### src/rtl/multicycle_controller_pkg.sv
// Shared encodings for the MIPS-lite multi-cycle controller and its datapath:
// FSM states, one-hot instruction classes, opcode/func values and mux select codes.
package multicycle_controller_pkg;

    localparam int OP_W   = 6;
    localparam int FUNC_W = 6;

    typedef enum logic [3:0] {
        S_FETCH,
        S_DECODE,
        S_EXEC,
        S_ALU_WB,
        S_MEM_ADDR,
        S_MEM_ACC,
        S_MEM_WB,
        S_BRANCH,
        S_JUMP
    } state_e;

    // One-hot so the datapath can test a class with a single bit if it wants to
    typedef enum logic [8:0] {
        CLS_NONE = 9'h000,
        CLS_ADDU = 9'h001,
        CLS_SUBU = 9'h002,
        CLS_ORI  = 9'h004,
        CLS_LW   = 9'h008,
        CLS_SW   = 9'h010,
        CLS_BEQ  = 9'h020,
        CLS_LUI  = 9'h040,
        CLS_JAL  = 9'h080,
        CLS_JR   = 9'h100
    } iclass_e;

    localparam logic [OP_W-1:0] OP_RTYPE = 6'b000000;
    localparam logic [OP_W-1:0] OP_ORI   = 6'b001101;
    localparam logic [OP_W-1:0] OP_LW    = 6'b100011;
    localparam logic [OP_W-1:0] OP_SW    = 6'b101011;
    localparam logic [OP_W-1:0] OP_BEQ   = 6'b000100;
    localparam logic [OP_W-1:0] OP_LUI   = 6'b001111;
    localparam logic [OP_W-1:0] OP_JAL   = 6'b000011;

    localparam logic [FUNC_W-1:0] FUNC_ADDU = 6'b100001;
    localparam logic [FUNC_W-1:0] FUNC_SUBU = 6'b100011;
    localparam logic [FUNC_W-1:0] FUNC_JR   = 6'b001000;

    localparam logic [1:0] NPC_PC4    = 2'b00;
    localparam logic [1:0] NPC_BRANCH = 2'b01;
    localparam logic [1:0] NPC_JUMP   = 2'b10;

    localparam logic [1:0] NPCIMM_NONE  = 2'b00;
    localparam logic [1:0] NPCIMM_IMM26 = 2'b01;
    localparam logic [1:0] NPCIMM_GRF   = 2'b10;

    localparam logic [2:0] ALU_NONE = 3'b000;
    localparam logic [2:0] ALU_ADD  = 3'b001;
    localparam logic [2:0] ALU_SUB  = 3'b010;
    localparam logic [2:0] ALU_OR   = 3'b011;

    localparam logic [2:0] EXT_NONE     = 3'b000;
    localparam logic [2:0] EXT_ZERO     = 3'b001;
    localparam logic [2:0] EXT_SIGN     = 3'b010;
    localparam logic [2:0] EXT_SIGN_SH2 = 3'b011;
    localparam logic [2:0] EXT_LUI      = 3'b100;

    localparam logic ALUB_EXT = 1'b0;
    localparam logic ALUB_RT  = 1'b1;

    localparam logic [1:0] A3_RT = 2'b00;
    localparam logic [1:0] A3_RD = 2'b01;
    localparam logic [1:0] A3_RA = 2'b10;

    localparam logic [1:0] WD_ALU = 2'b00;
    localparam logic [1:0] WD_DM  = 2'b01;
    localparam logic [1:0] WD_EXT = 2'b10;
    localparam logic [1:0] WD_PC4 = 2'b11;

    function automatic logic isAluClass(iclass_e c);
        return (c == CLS_ADDU) || (c == CLS_SUBU) || (c == CLS_ORI) || (c == CLS_LUI);
    endfunction

    function automatic logic isMemClass(iclass_e c);
        return (c == CLS_LW) || (c == CLS_SW);
    endfunction

endpackage

### src/rtl/multicycle_controller_if.sv
// Control bundle between the multi-cycle controller (master) and the datapath/memories (slave).
interface multicycle_controller_if #(
    parameter int CNT_W = 32
);
    import multicycle_controller_pkg::*;

    logic [OP_W-1:0]   opcode;
    logic [FUNC_W-1:0] func;
    logic              zero;
    logic              imem_ready;
    logic              dmem_ready;

    logic              imem_req;
    logic              dmem_req;
    logic              IRWE;
    logic              PCWE;
    logic              GRFWE;
    logic              DMWE;
    logic [1:0]        NPCOp;
    logic [1:0]        NPCIMM_MUXOp;
    logic [2:0]        ALUOp;
    logic [2:0]        EXTOp;
    logic              ALUB_MUXOp;
    logic [1:0]        GRFA3_MUXOp;
    logic [1:0]        GRFWD_MUXOp;
    logic              retire;
    logic              illegal;
    logic [CNT_W-1:0]  retired_cnt;

    modport master (
        input  opcode, func, zero, imem_ready, dmem_ready,
        output imem_req, dmem_req, IRWE, PCWE, GRFWE, DMWE,
               NPCOp, NPCIMM_MUXOp, ALUOp, EXTOp, ALUB_MUXOp,
               GRFA3_MUXOp, GRFWD_MUXOp, retire, illegal, retired_cnt
    );

    modport slave (
        output opcode, func, zero, imem_ready, dmem_ready,
        input  imem_req, dmem_req, IRWE, PCWE, GRFWE, DMWE,
               NPCOp, NPCIMM_MUXOp, ALUOp, EXTOp, ALUB_MUXOp,
               GRFA3_MUXOp, GRFWD_MUXOp, retire, illegal, retired_cnt
    );

endinterface

### src/rtl/multicycle_controller_instr_class_decode.sv
// Combinational opcode/func to one-hot instruction class decoder; anything outside
// the MIPS-lite subset maps to CLS_NONE and raises the illegal flag.
module multicycle_controller_instr_class_decode
    import multicycle_controller_pkg::*;
(
    input  logic [OP_W-1:0]   opcode_i,
    input  logic [FUNC_W-1:0] func_i,
    output iclass_e           class_o,
    output logic              illegal_o
);

    always_comb begin
        class_o = CLS_NONE;
        case (opcode_i)
            OP_RTYPE: begin
                case (func_i)
                    FUNC_ADDU: class_o = CLS_ADDU;
                    FUNC_SUBU: class_o = CLS_SUBU;
                    FUNC_JR:   class_o = CLS_JR;
                    default:   class_o = CLS_NONE;
                endcase
            end
            OP_ORI:  class_o = CLS_ORI;
            OP_LW:   class_o = CLS_LW;
            OP_SW:   class_o = CLS_SW;
            OP_BEQ:  class_o = CLS_BEQ;
            OP_LUI:  class_o = CLS_LUI;
            OP_JAL:  class_o = CLS_JAL;
            default: class_o = CLS_NONE;
        endcase
    end

    assign illegal_o = (class_o == CLS_NONE);

endmodule

### src/rtl/multicycle_controller.sv
// Multi-cycle MIPS-lite controller: sequences fetch/decode/execute/memory/writeback,
// drives datapath enables and selects, and counts retired instructions.
module multicycle_controller
    import multicycle_controller_pkg::*;
#(
    parameter int CNT_W = 32
) (
    input  logic                      clk,
    input  logic                      rst_n,
    multicycle_controller_if.master   ctrl_io
);

    state_e           state_q, state_d;
    iclass_e          cls_q, cls_d;
    iclass_e          decCls;
    logic             decIllegal;
    logic [CNT_W-1:0] retiredCnt_q, retiredCnt_d;

    logic       imemReq, dmemReq, irWe, pcWe, grfWe, dmWe;
    logic [1:0] npcOp, npcImmOp, grfA3Op, grfWdOp;
    logic [2:0] aluOp, extOp;
    logic       aluBOp, retire, illegal;

    multicycle_controller_instr_class_decode u_instr_class_decode (
        .opcode_i  (ctrl_io.opcode),
        .func_i    (ctrl_io.func),
        .class_o   (decCls),
        .illegal_o (decIllegal)
    );

    always_ff @(posedge clk or negedge rst_n) begin
        if (!rst_n) begin
            state_q      <= S_FETCH;
            cls_q        <= CLS_NONE;
            retiredCnt_q <= '0;
        end else begin
            state_q      <= state_d;
            cls_q        <= cls_d;
            retiredCnt_q <= retiredCnt_d;
        end
    end

    always_comb begin
        state_d  = state_q;
        cls_d    = cls_q;
        imemReq  = 1'b0;
        dmemReq  = 1'b0;
        irWe     = 1'b0;
        pcWe     = 1'b0;
        grfWe    = 1'b0;
        dmWe     = 1'b0;
        npcOp    = NPC_PC4;
        npcImmOp = NPCIMM_NONE;
        aluOp    = ALU_NONE;
        extOp    = EXT_NONE;
        aluBOp   = ALUB_EXT;
        grfA3Op  = A3_RT;
        grfWdOp  = WD_ALU;
        retire   = 1'b0;
        illegal  = 1'b0;

        case (state_q)
            S_FETCH: begin
                imemReq = 1'b1;
                if (ctrl_io.imem_ready) begin
                    irWe    = 1'b1;
                    state_d = S_DECODE;
                end
            end
            S_DECODE: begin
                cls_d = decCls;
                // An undefined instruction is skipped: PC advances but nothing retires
                if (decIllegal) begin
                    illegal = 1'b1;
                    pcWe    = 1'b1;
                    npcOp   = NPC_PC4;
                    state_d = S_FETCH;
                end else if (isAluClass(decCls)) begin
                    state_d = S_EXEC;
                end else if (isMemClass(decCls)) begin
                    state_d = S_MEM_ADDR;
                end else if (decCls == CLS_BEQ) begin
                    state_d = S_BRANCH;
                end else begin
                    state_d = S_JUMP;
                end
            end
            S_EXEC: begin
                state_d = S_ALU_WB;
            end
            S_ALU_WB: begin
                grfWe   = 1'b1;
                pcWe    = 1'b1;
                npcOp   = NPC_PC4;
                grfA3Op = ((cls_q == CLS_ADDU) || (cls_q == CLS_SUBU)) ? A3_RD : A3_RT;
                grfWdOp = (cls_q == CLS_LUI) ? WD_EXT : WD_ALU;
                retire  = 1'b1;
                state_d = S_FETCH;
            end
            S_MEM_ADDR: begin
                state_d = S_MEM_ACC;
            end
            S_MEM_ACC: begin
                dmemReq = 1'b1;
                dmWe    = (cls_q == CLS_SW);
                if (ctrl_io.dmem_ready) begin
                    if (cls_q == CLS_LW) begin
                        state_d = S_MEM_WB;
                    end else begin
                        pcWe    = 1'b1;
                        retire  = 1'b1;
                        state_d = S_FETCH;
                    end
                end
            end
            S_MEM_WB: begin
                grfWe   = 1'b1;
                grfA3Op = A3_RT;
                grfWdOp = WD_DM;
                pcWe    = 1'b1;
                retire  = 1'b1;
                state_d = S_FETCH;
            end
            S_BRANCH: begin
                aluOp   = ALU_SUB;
                aluBOp  = ALUB_RT;
                extOp   = EXT_SIGN_SH2;
                pcWe    = 1'b1;
                npcOp   = ctrl_io.zero ? NPC_BRANCH : NPC_PC4;
                retire  = 1'b1;
                state_d = S_FETCH;
            end
            S_JUMP: begin
                pcWe     = 1'b1;
                npcOp    = NPC_JUMP;
                npcImmOp = (cls_q == CLS_JAL) ? NPCIMM_IMM26 : NPCIMM_GRF;
                if (cls_q == CLS_JAL) begin
                    grfWe   = 1'b1;
                    grfA3Op = A3_RA;
                    grfWdOp = WD_PC4;
                end
                retire  = 1'b1;
                state_d = S_FETCH;
            end
            default: begin
                state_d = S_FETCH;
            end
        endcase

        // ALU/EXT controls set up in EXEC are held through ALU_WB so the result stays stable
        if ((state_q == S_EXEC) || (state_q == S_ALU_WB)) begin
            case (cls_q)
                CLS_ADDU: begin
                    aluOp  = ALU_ADD;
                    aluBOp = ALUB_RT;
                end
                CLS_SUBU: begin
                    aluOp  = ALU_SUB;
                    aluBOp = ALUB_RT;
                end
                CLS_ORI: begin
                    aluOp  = ALU_OR;
                    extOp  = EXT_ZERO;
                    aluBOp = ALUB_EXT;
                end
                CLS_LUI: begin
                    extOp = EXT_LUI;
                end
                default: begin
                    aluOp = ALU_NONE;
                end
            endcase
        end

        if ((state_q == S_MEM_ADDR) || (state_q == S_MEM_ACC)) begin
            aluOp  = ALU_ADD;
            extOp  = EXT_SIGN;
            aluBOp = ALUB_EXT;
        end
    end

    assign retiredCnt_d = retire ? (retiredCnt_q + CNT_W'(1)) : retiredCnt_q;

    // Outputs are forced low while reset is held, even though the state register already reads FETCH
    assign ctrl_io.imem_req     = rst_n & imemReq;
    assign ctrl_io.dmem_req     = rst_n & dmemReq;
    assign ctrl_io.IRWE         = rst_n & irWe;
    assign ctrl_io.PCWE         = rst_n & pcWe;
    assign ctrl_io.GRFWE        = rst_n & grfWe;
    assign ctrl_io.DMWE         = rst_n & dmWe;
    assign ctrl_io.NPCOp        = rst_n ? npcOp    : 2'b00;
    assign ctrl_io.NPCIMM_MUXOp = rst_n ? npcImmOp : 2'b00;
    assign ctrl_io.ALUOp        = rst_n ? aluOp    : 3'b000;
    assign ctrl_io.EXTOp        = rst_n ? extOp    : 3'b000;
    assign ctrl_io.ALUB_MUXOp   = rst_n & aluBOp;
    assign ctrl_io.GRFA3_MUXOp  = rst_n ? grfA3Op  : 2'b00;
    assign ctrl_io.GRFWD_MUXOp  = rst_n ? grfWdOp  : 2'b00;
    assign ctrl_io.retire       = rst_n & retire;
    assign ctrl_io.illegal      = rst_n & illegal;
    assign ctrl_io.retired_cnt  = retiredCnt_q;

endmodule

### src/flat_wrapper.sv
// flat-port wrapper written by rule: the top's interface ports become plain ports
module multicycle_controller_flat import multicycle_controller_pkg::*;
#(
    parameter int CNT_W = 32
)
  (clk, rst_n, ctrl_io_opcode, ctrl_io_func, ctrl_io_zero, ctrl_io_imem_ready, ctrl_io_dmem_ready, ctrl_io_imem_req, ctrl_io_dmem_req, ctrl_io_IRWE, ctrl_io_PCWE, ctrl_io_GRFWE, ctrl_io_DMWE, ctrl_io_NPCOp, ctrl_io_NPCIMM_MUXOp, ctrl_io_ALUOp, ctrl_io_EXTOp, ctrl_io_ALUB_MUXOp, ctrl_io_GRFA3_MUXOp, ctrl_io_GRFWD_MUXOp, ctrl_io_retire, ctrl_io_illegal, ctrl_io_retired_cnt);
  multicycle_controller_if #(.CNT_W(CNT_W)) ctrl_io_i ();
  input  logic clk;
  input  logic rst_n;
  input wire logic [$bits(ctrl_io_i.opcode)-1:0] ctrl_io_opcode;
  input wire logic [$bits(ctrl_io_i.func)-1:0] ctrl_io_func;
  input wire logic [$bits(ctrl_io_i.zero)-1:0] ctrl_io_zero;
  input wire logic [$bits(ctrl_io_i.imem_ready)-1:0] ctrl_io_imem_ready;
  input wire logic [$bits(ctrl_io_i.dmem_ready)-1:0] ctrl_io_dmem_ready;
  output wire logic [$bits(ctrl_io_i.imem_req)-1:0] ctrl_io_imem_req;
  output wire logic [$bits(ctrl_io_i.dmem_req)-1:0] ctrl_io_dmem_req;
  output wire logic [$bits(ctrl_io_i.IRWE)-1:0] ctrl_io_IRWE;
  output wire logic [$bits(ctrl_io_i.PCWE)-1:0] ctrl_io_PCWE;
  output wire logic [$bits(ctrl_io_i.GRFWE)-1:0] ctrl_io_GRFWE;
  output wire logic [$bits(ctrl_io_i.DMWE)-1:0] ctrl_io_DMWE;
  output wire logic [$bits(ctrl_io_i.NPCOp)-1:0] ctrl_io_NPCOp;
  output wire logic [$bits(ctrl_io_i.NPCIMM_MUXOp)-1:0] ctrl_io_NPCIMM_MUXOp;
  output wire logic [$bits(ctrl_io_i.ALUOp)-1:0] ctrl_io_ALUOp;
  output wire logic [$bits(ctrl_io_i.EXTOp)-1:0] ctrl_io_EXTOp;
  output wire logic [$bits(ctrl_io_i.ALUB_MUXOp)-1:0] ctrl_io_ALUB_MUXOp;
  output wire logic [$bits(ctrl_io_i.GRFA3_MUXOp)-1:0] ctrl_io_GRFA3_MUXOp;
  output wire logic [$bits(ctrl_io_i.GRFWD_MUXOp)-1:0] ctrl_io_GRFWD_MUXOp;
  output wire logic [$bits(ctrl_io_i.retire)-1:0] ctrl_io_retire;
  output wire logic [$bits(ctrl_io_i.illegal)-1:0] ctrl_io_illegal;
  output wire logic [$bits(ctrl_io_i.retired_cnt)-1:0] ctrl_io_retired_cnt;
  assign ctrl_io_i.opcode = ctrl_io_opcode;
  assign ctrl_io_i.func = ctrl_io_func;
  assign ctrl_io_i.zero = ctrl_io_zero;
  assign ctrl_io_i.imem_ready = ctrl_io_imem_ready;
  assign ctrl_io_i.dmem_ready = ctrl_io_dmem_ready;
  assign ctrl_io_imem_req = ctrl_io_i.imem_req;
  assign ctrl_io_dmem_req = ctrl_io_i.dmem_req;
  assign ctrl_io_IRWE = ctrl_io_i.IRWE;
  assign ctrl_io_PCWE = ctrl_io_i.PCWE;
  assign ctrl_io_GRFWE = ctrl_io_i.GRFWE;
  assign ctrl_io_DMWE = ctrl_io_i.DMWE;
  assign ctrl_io_NPCOp = ctrl_io_i.NPCOp;
  assign ctrl_io_NPCIMM_MUXOp = ctrl_io_i.NPCIMM_MUXOp;
  assign ctrl_io_ALUOp = ctrl_io_i.ALUOp;
  assign ctrl_io_EXTOp = ctrl_io_i.EXTOp;
  assign ctrl_io_ALUB_MUXOp = ctrl_io_i.ALUB_MUXOp;
  assign ctrl_io_GRFA3_MUXOp = ctrl_io_i.GRFA3_MUXOp;
  assign ctrl_io_GRFWD_MUXOp = ctrl_io_i.GRFWD_MUXOp;
  assign ctrl_io_retire = ctrl_io_i.retire;
  assign ctrl_io_illegal = ctrl_io_i.illegal;
  assign ctrl_io_retired_cnt = ctrl_io_i.retired_cnt;
  multicycle_controller #(.CNT_W(CNT_W)) u_core (.clk(clk), .rst_n(rst_n), .ctrl_io(ctrl_io_i));
endmodule
### config.mk
export PLATFORM = sky130hd
export DESIGN_NAME = multicycle_controller_flat
export DESIGN_NICKNAME = d
export VERILOG_FILES = /design/src/rtl/multicycle_controller_pkg.sv /design/src/rtl/multicycle_controller_if.sv /design/src/rtl/multicycle_controller_instr_class_decode.sv /design/src/rtl/multicycle_controller.sv /design/src/flat_wrapper.sv
export SDC_FILE = /design/constraint.sdc
export NUM_CORES = 1
export LEC_CHECK = 0
export ABC_CLOCK_PERIOD_IN_PS = 3100
export CAP_MARGIN = 20
export CORE_UTILIZATION = 49
export DETAILED_ROUTE_END_ITERATION = 16
export PLACE_DENSITY = 0.84
export SYNTH_ARGS = -nofsm -noshare
export SYNTH_HDL_FRONTEND = slang
export SYNTH_SLANG_ARGS = --single-unit
### constraint.sdc
create_clock -name clk -period 3.1 [get_ports clk]
set_input_delay 0.93 -clock clk [delete_from_list [all_inputs] [get_ports clk]]
set_output_delay 0.93 -clock clk [all_outputs]
set_load 0.005 [all_outputs]
# [Word-level counts from Yosys, hierarchy flattened]
# Cells that the tools add are included.
[word_totals] regBits=45 inputBits=17 output_inout_bits=55 wordCells=111
[op_classes] addsub=1 eq_ne=33 muxes=51 bitwise_logic=9 n_reduce_logical=14
[op_table] cell="$pmux 9 s7" n=1
[op_table] cell="$add 32x1->32 const B" n=1
[op_table] cell="$pmux 9 s3" n=1
[op_table] cell="$eq 6x6->1 const B" n=4
[op_table] cell="$mux 4" n=6
[op_table] cell="$mux 2" n=11
[op_table] cell="$mux 3" n=7
[op_table] cell="$pmux 4 s5" n=1
[op_table] cell="$eq 6x4->1 const B" n=3
[op_table] cell="$eq 9x1->1 const B" n=2
[op_table] cell="$eq 9x2->1 const B" n=2
[op_table] cell="$eq 9x3->1 const B" n=2
[op_table] cell="$eq 9x4->1 const B" n=2
[op_table] cell="$eq 9x5->1 const B" n=2
[op_table] cell="$eq 9x7->1 const B" n=2
[op_table] cell="$eq 4x3->1 const B" n=4
[op_table] cell="$mux 1" n=15
[op_table] cell="$and 1x1->1" n=9
[op_table] cell="$eq 9x6->1 const B" n=1
[op_table] cell="$eq 9x8->1 const B" n=1
[op_table] cell="$logic_not 9->1" n=1
[op_table] cell="$eq 4x2->1 const B" n=2
[op_table] cell="$pmux 2 s2" n=2
[op_table] cell="$pmux 2 s4" n=1
[op_table] cell="other kinds (15)" n=25

# [Logic depth before layout (Yosys ltp)]
[depth] depth_word=10 depth_mapped=7

# [Hierarchy]
# Synthesis repeated with hierarchy kept, for this count alone.
[unflattened] hier_cells=323 area_unflattened_um2=2765.2
[modules_own_cells] module="multicycle_controller" instances=1 cells_per_inst=293 area_per_inst_um2=2588.7
[modules_own_cells] module="multicycle_controller_instr_class_decode" instances=1 cells_per_inst=30 area_per_inst_um2=176.4

# [Worst setup path after synthesis]
# Ideal clock, no wire load.
[synth_path] path_kind="input to output" from="in ctrl_io_opcode[3]" to="out ctrl_io_PCWE" t_arrival_ns=1.899 required_time_ns=2.170 setup_slack_ns=0.271 path_stages=5 path_buffers=0 path_cell_list="or3_1 > nand4b_1 > nand2_1 > nor4_1 > o21a_1"
[synth_via] elab_chain_len=6
[synth_rtl] element="start: declaration" line_no="flat_wrapper.sv:10" source="input wire logic [$bits(ctrl_io_i.opcode)-1:0] ctrl_io_opcode;"
[synth_rtl] element="$eq 6x2->1 (tied with other cells)" line_no="multicycle_controller_instr_class_decode.sv:14" source="case (opcode_i)"
[synth_rtl] element="$pmux 9 s7 (*)" line_no="multicycle_controller_instr_class_decode.sv:14"
[synth_rtl] element="$logic_not 9->1 (*)" line_no="multicycle_controller_instr_class_decode.sv:33" source="assign illegal_o = (class_o == CLS_NONE);"
[synth_rtl] element="$mux 1 (*)" line_no="multicycle_controller.sv:73" source="if (decIllegal) begin"
[synth_rtl] element="$pmux 1 s3 (*)" line_no="multicycle_controller.sv:62" source="case (state_q)"
[synth_rtl] element="$and 1x1->1 (*)" line_no="multicycle_controller.sv:188" source="assign ctrl_io.PCWE = rst_n & pcWe;"
[synth_rtl] element="end: declaration" line_no="flat_wrapper.sv:18" source="output wire logic [$bits(ctrl_io_i.PCWE)-1:0] ctrl_io_PCWE;"
# Mark *: on every way between the ends. The rest lies on a longest branch, timed or not.

# [Final worst setup path]
[layout_path] from="reg u_core.cls_q[5]" to="out ctrl_io_GRFWD_MUXOp[0]"
[layout_via] elab_chain_len=4
[layout_rtl] element="start: declaration" line_no="multicycle_controller.sv:14" source="iclass_e cls_q, cls_d;"
[layout_rtl] element="start signal: assignment" line_no="multicycle_controller.sv:38" source="cls_q <= cls_d;"
[layout_rtl] element="$eq 9x8->1" line_no="multicycle_controller.sv:137" source="if (cls_q == CLS_JAL) begin"
[layout_rtl] element="$mux 2" line_no="multicycle_controller.sv:137"
[layout_rtl] element="$pmux 2 s3" line_no="multicycle_controller.sv:62"
[layout_rtl] element="$mux 2" line_no="multicycle_controller.sv:197" source="assign ctrl_io.GRFWD_MUXOp = rst_n ? grfWdOp : 2'b00;"
[layout_rtl] element="end: declaration" line_no="flat_wrapper.sv:27" source="output wire logic [$bits(ctrl_io_i.GRFWD_MUXOp)-1:0] ctrl_io_GRFWD_MUXOp;"
# No other way between the ends.

==> flow_summary.yaml <==
run_status:
  status: "finished, violations left"
  violations: "setup timing"
logic_synthesis:
  yosys.area_share.simple: 0.340
  yosys-top-cells-count: "dfrtp_1, nand2_1, nor2_1"
  synth_top_area_cell: "dfrtp_1"
  synth_edf_count: 0
  synth_top_family_by_area: "simple AND/OR/NAND/NOR gates"
  synth.distinct_cells: 52
  synthMuxAreaShare: 0.00417
  syn_area_sq_mm: 0.00270
  syn_nets: 319
  synth_ff_type: "dfrtp_1"
  synth_top_cell_area_share: 0.417
  syn_inst: 301
  yosys_warnings: 0
  async_flop_share: 1.00
  synth-seq-cells: 45
  syn_area_per_cell_sq_um: 8.96
  synth_area_leaders: "dfrtp_1, xor2_1, nand2_1"
  seq_area_frac_synth: 0.417
  synth_compound_area_frac: 0.0867
  synth_fa_ha_area_frac: 0.00464
  yosysMostFrequentCell: "dfrtp_1"
  synth_xor_xnor_area_share: 0.110
drt:
  vias: 2909
  first_iter_violations: 244
  drc: 0
  vias_per_cell: 5.94
  antenna_left: 0
  wl_mm: 8.56
  dr.pass1.iters: 5
  wl_per_cell_microns: 17.5
placed_design:
  dpl_cell_area_sq_mm: 0.00359
  io_buffers: 70
  dpl.hpwl_mm: 5.02
  gp_congestion: 0.846
setup_path:
  end_kind: "output pin"
  worstPathCellList: "buf_4 -> nor3_2 -> and4b_1 -> a32o_1 -> and3_4 -> clkdlybuf4s50_1"
  cp_slowest_cell: "clkdlybuf4s50_1"
  crit_buf_inv: 2
  reg2regPathDepth: 16
  critical_path_class: "flop to output pin"
  critical_path_arrival_ns: 2.20
  crit_path_max_fanout: 2
  crit_family: "buffers and inverters"
  worstSetupStartpointType: "flop"
  path_depth: 6
  required_ns: 2.17
  slowest_delay_ns: 0.50
clock_network:
  cts_made_buffers: 5
  clk_path_buf_depth: 2
  cts_tree: "done"
  cts_sinks: 45
  clkTransAtPathRegs_ns: 0.09
  clockRootBuffer: "clkbuf_8"
  worstSkewPairLatency_ns: 0.30
  htreeDepth: 2
timing:
  hold_viol: 0
  fmax_mhz: 320
  fin_skew_ns: 0.00773
  whs_ns: 0.489
  drv_slew: 0
  period_share: 1.01
  finalWorstSetupSlack_ns: -0.0276
  period_needed_ns: 3.13
  tns_ns: -0.0503
  rsz0062_at_grt: "true"
  relSlewSlack: 0.630
  finalSetupViolCount: 3
  worstMarginPinSlew_ns: 0.551
global_routing:
  grt_pass1_wl_mm: 13.0
  grt.overflow.total: 0
  grt_max_degree: 44
  antenna_found_initial: 0
  first_global_vias: 2704
  grt_usage: 0.279
floorplan:
  coreArea_sq_mm: 0.00520
  rows: 26
  ioPinCount: 72
  die-area_sq_mm: 0.00581
  die_w_microns: 76.2
  initial_utilization: 0.518
  die_h_microns: 76.2
cells_and_area:
  finalInstanceArea_sq_mm: 0.00406
  nets: 437
  diodes: 0
  n_fill_cell: 331
  drive_gt1_frac: 0.290
  area_growth_syn_to_layout_pct: 50.6
run:
  maxCapViolCount: 0
power_and_ir_drop:
  power_density_mw_per_mm2: 364
  vdd_drop_max_uv: 429
  p_total_mw: 1.48
  p_leak_nw: 1.93
min_path:
  hold_path.class: "flop to flop"
  hold_path_depth: 1
-- worst paths after layout --
| check | to | slack, ns | startpoint |
|---|---|---|---|
| max | ctrl_io_GRFWD_MUXOp[0] | -0.03 | u_core.cls_q[5] |
| min | u_core.ctrl_io.retired_cnt[31] | 0.49 | u_core.ctrl_io.retired_cnt[31] |
| max reg2reg | u_core.ctrl_io.retired_cnt[31] | 0.25 | u_core.state_q[1] |
| min reg2reg | u_core.ctrl_io.retired_cnt[31] | 0.49 | u_core.ctrl_io.retired_cnt[31] |
| max in group asynchronous | u_core.state_q[2] | 1.74 | rst_n |
| min in group asynchronous | u_core.cls_q[0] | 0.59 | rst_n |
-- area by class of cell --
cell class              instances  area [sq um]  area share
clock buffers                   5          68.8      0.0169
flip-flops and latches         45          1130       0.279
well taps                      70          87.6      0.0216
inverters                       5          18.8     0.00462
clock inverters                 3          21.3     0.00523
repair buffers                126          1110       0.272
multi-input cells             236          1630       0.400
-- where the power goes --
part,leakage (nW),internal [mW],switching (mW)
clock network,0.0445,0.160,0.218
logic,1.28,0.196,0.231
registers,0.601,0.619,0.0528
-- per-stage QoR --
step           worst slack, ns  std cells   util
2_1_floorplan            0.271        301      -
3_3_place_gp            -0.684        451  0.690
3_5_place_dp            -0.696        451  0.690
4_1_cts                0.00366        483  0.749
5_1_grt                -0.0739        490  0.781
6_report               -0.0276        490  0.781
-- sequential cells by signal (all words and copies together), names as in the netlist --
register and count:
u_core.cls_q 9, u_core.ctrl_io.retired_cnt 32, u_core.state_q 4
-- routing by layer --
layer  vias to the layer above  track usage  routed length, microns
li1                       1294            -                       -
met5                         -            0                       0
met1                      1411        0.351                    3330
met4                         0        0.100                     302
met2                       167        0.491                    4350
met3                        37       0.0383                     583
-- repair_timing --
action / in CTS / in global routing
pin swaps: 15 / 13
gates resized for setup: 47 / 52
setup buffers: 25 / 9
gates cloned: 0 / 0
endpoints found under the hold margin: 0 / 0
endpoints found under the setup margin: 9 / 27
hold buffers: 0 / 0
-- kinds of logic (layout without fill, tap and decap cells) --
logic type | after synthesis | in the layout
xor+xnor | 34 | 34
buf+inv | 20 | 139
flops | 45 | 45
other cells | 1 | 1
fa+ha+maj | 1 | 1
mux | 1 | 1
simple gates | 166 | 166
compound gates | 33 | 33
-- cell usage in the layout (no fill, tap or decap), drive strengths merged, types with 2 or more instances in the layout --
master         synthesis  routed
nand4                 11      11
xor2                  27      27
and4b                  2       2
nand3                 15      15
nor2                  31      31
nand2b                 4       4
o31ai                  4       4
nor2b                  3       3
o21ai                  8       8
dlymetal6s2s           0       6
clkdlybuf4s15          0       2
and3b                  2       2
buf                    4      63
xnor2                  7       7
or3                    4       4
nand2                 41      41
or2                    2       2
a21oi                  8       8
nor4                  11      11
clkdlybuf4s50          0      46
a31oi                  2       2
clkbuf                11      11
inv                    5       6
dfrtp                 45      45
dlygate4sd2            0       3
nor3                  21      21
and3                   4       4
and2                   5       5
nand3b                 4       4
(Power assumes the default switching activity.)
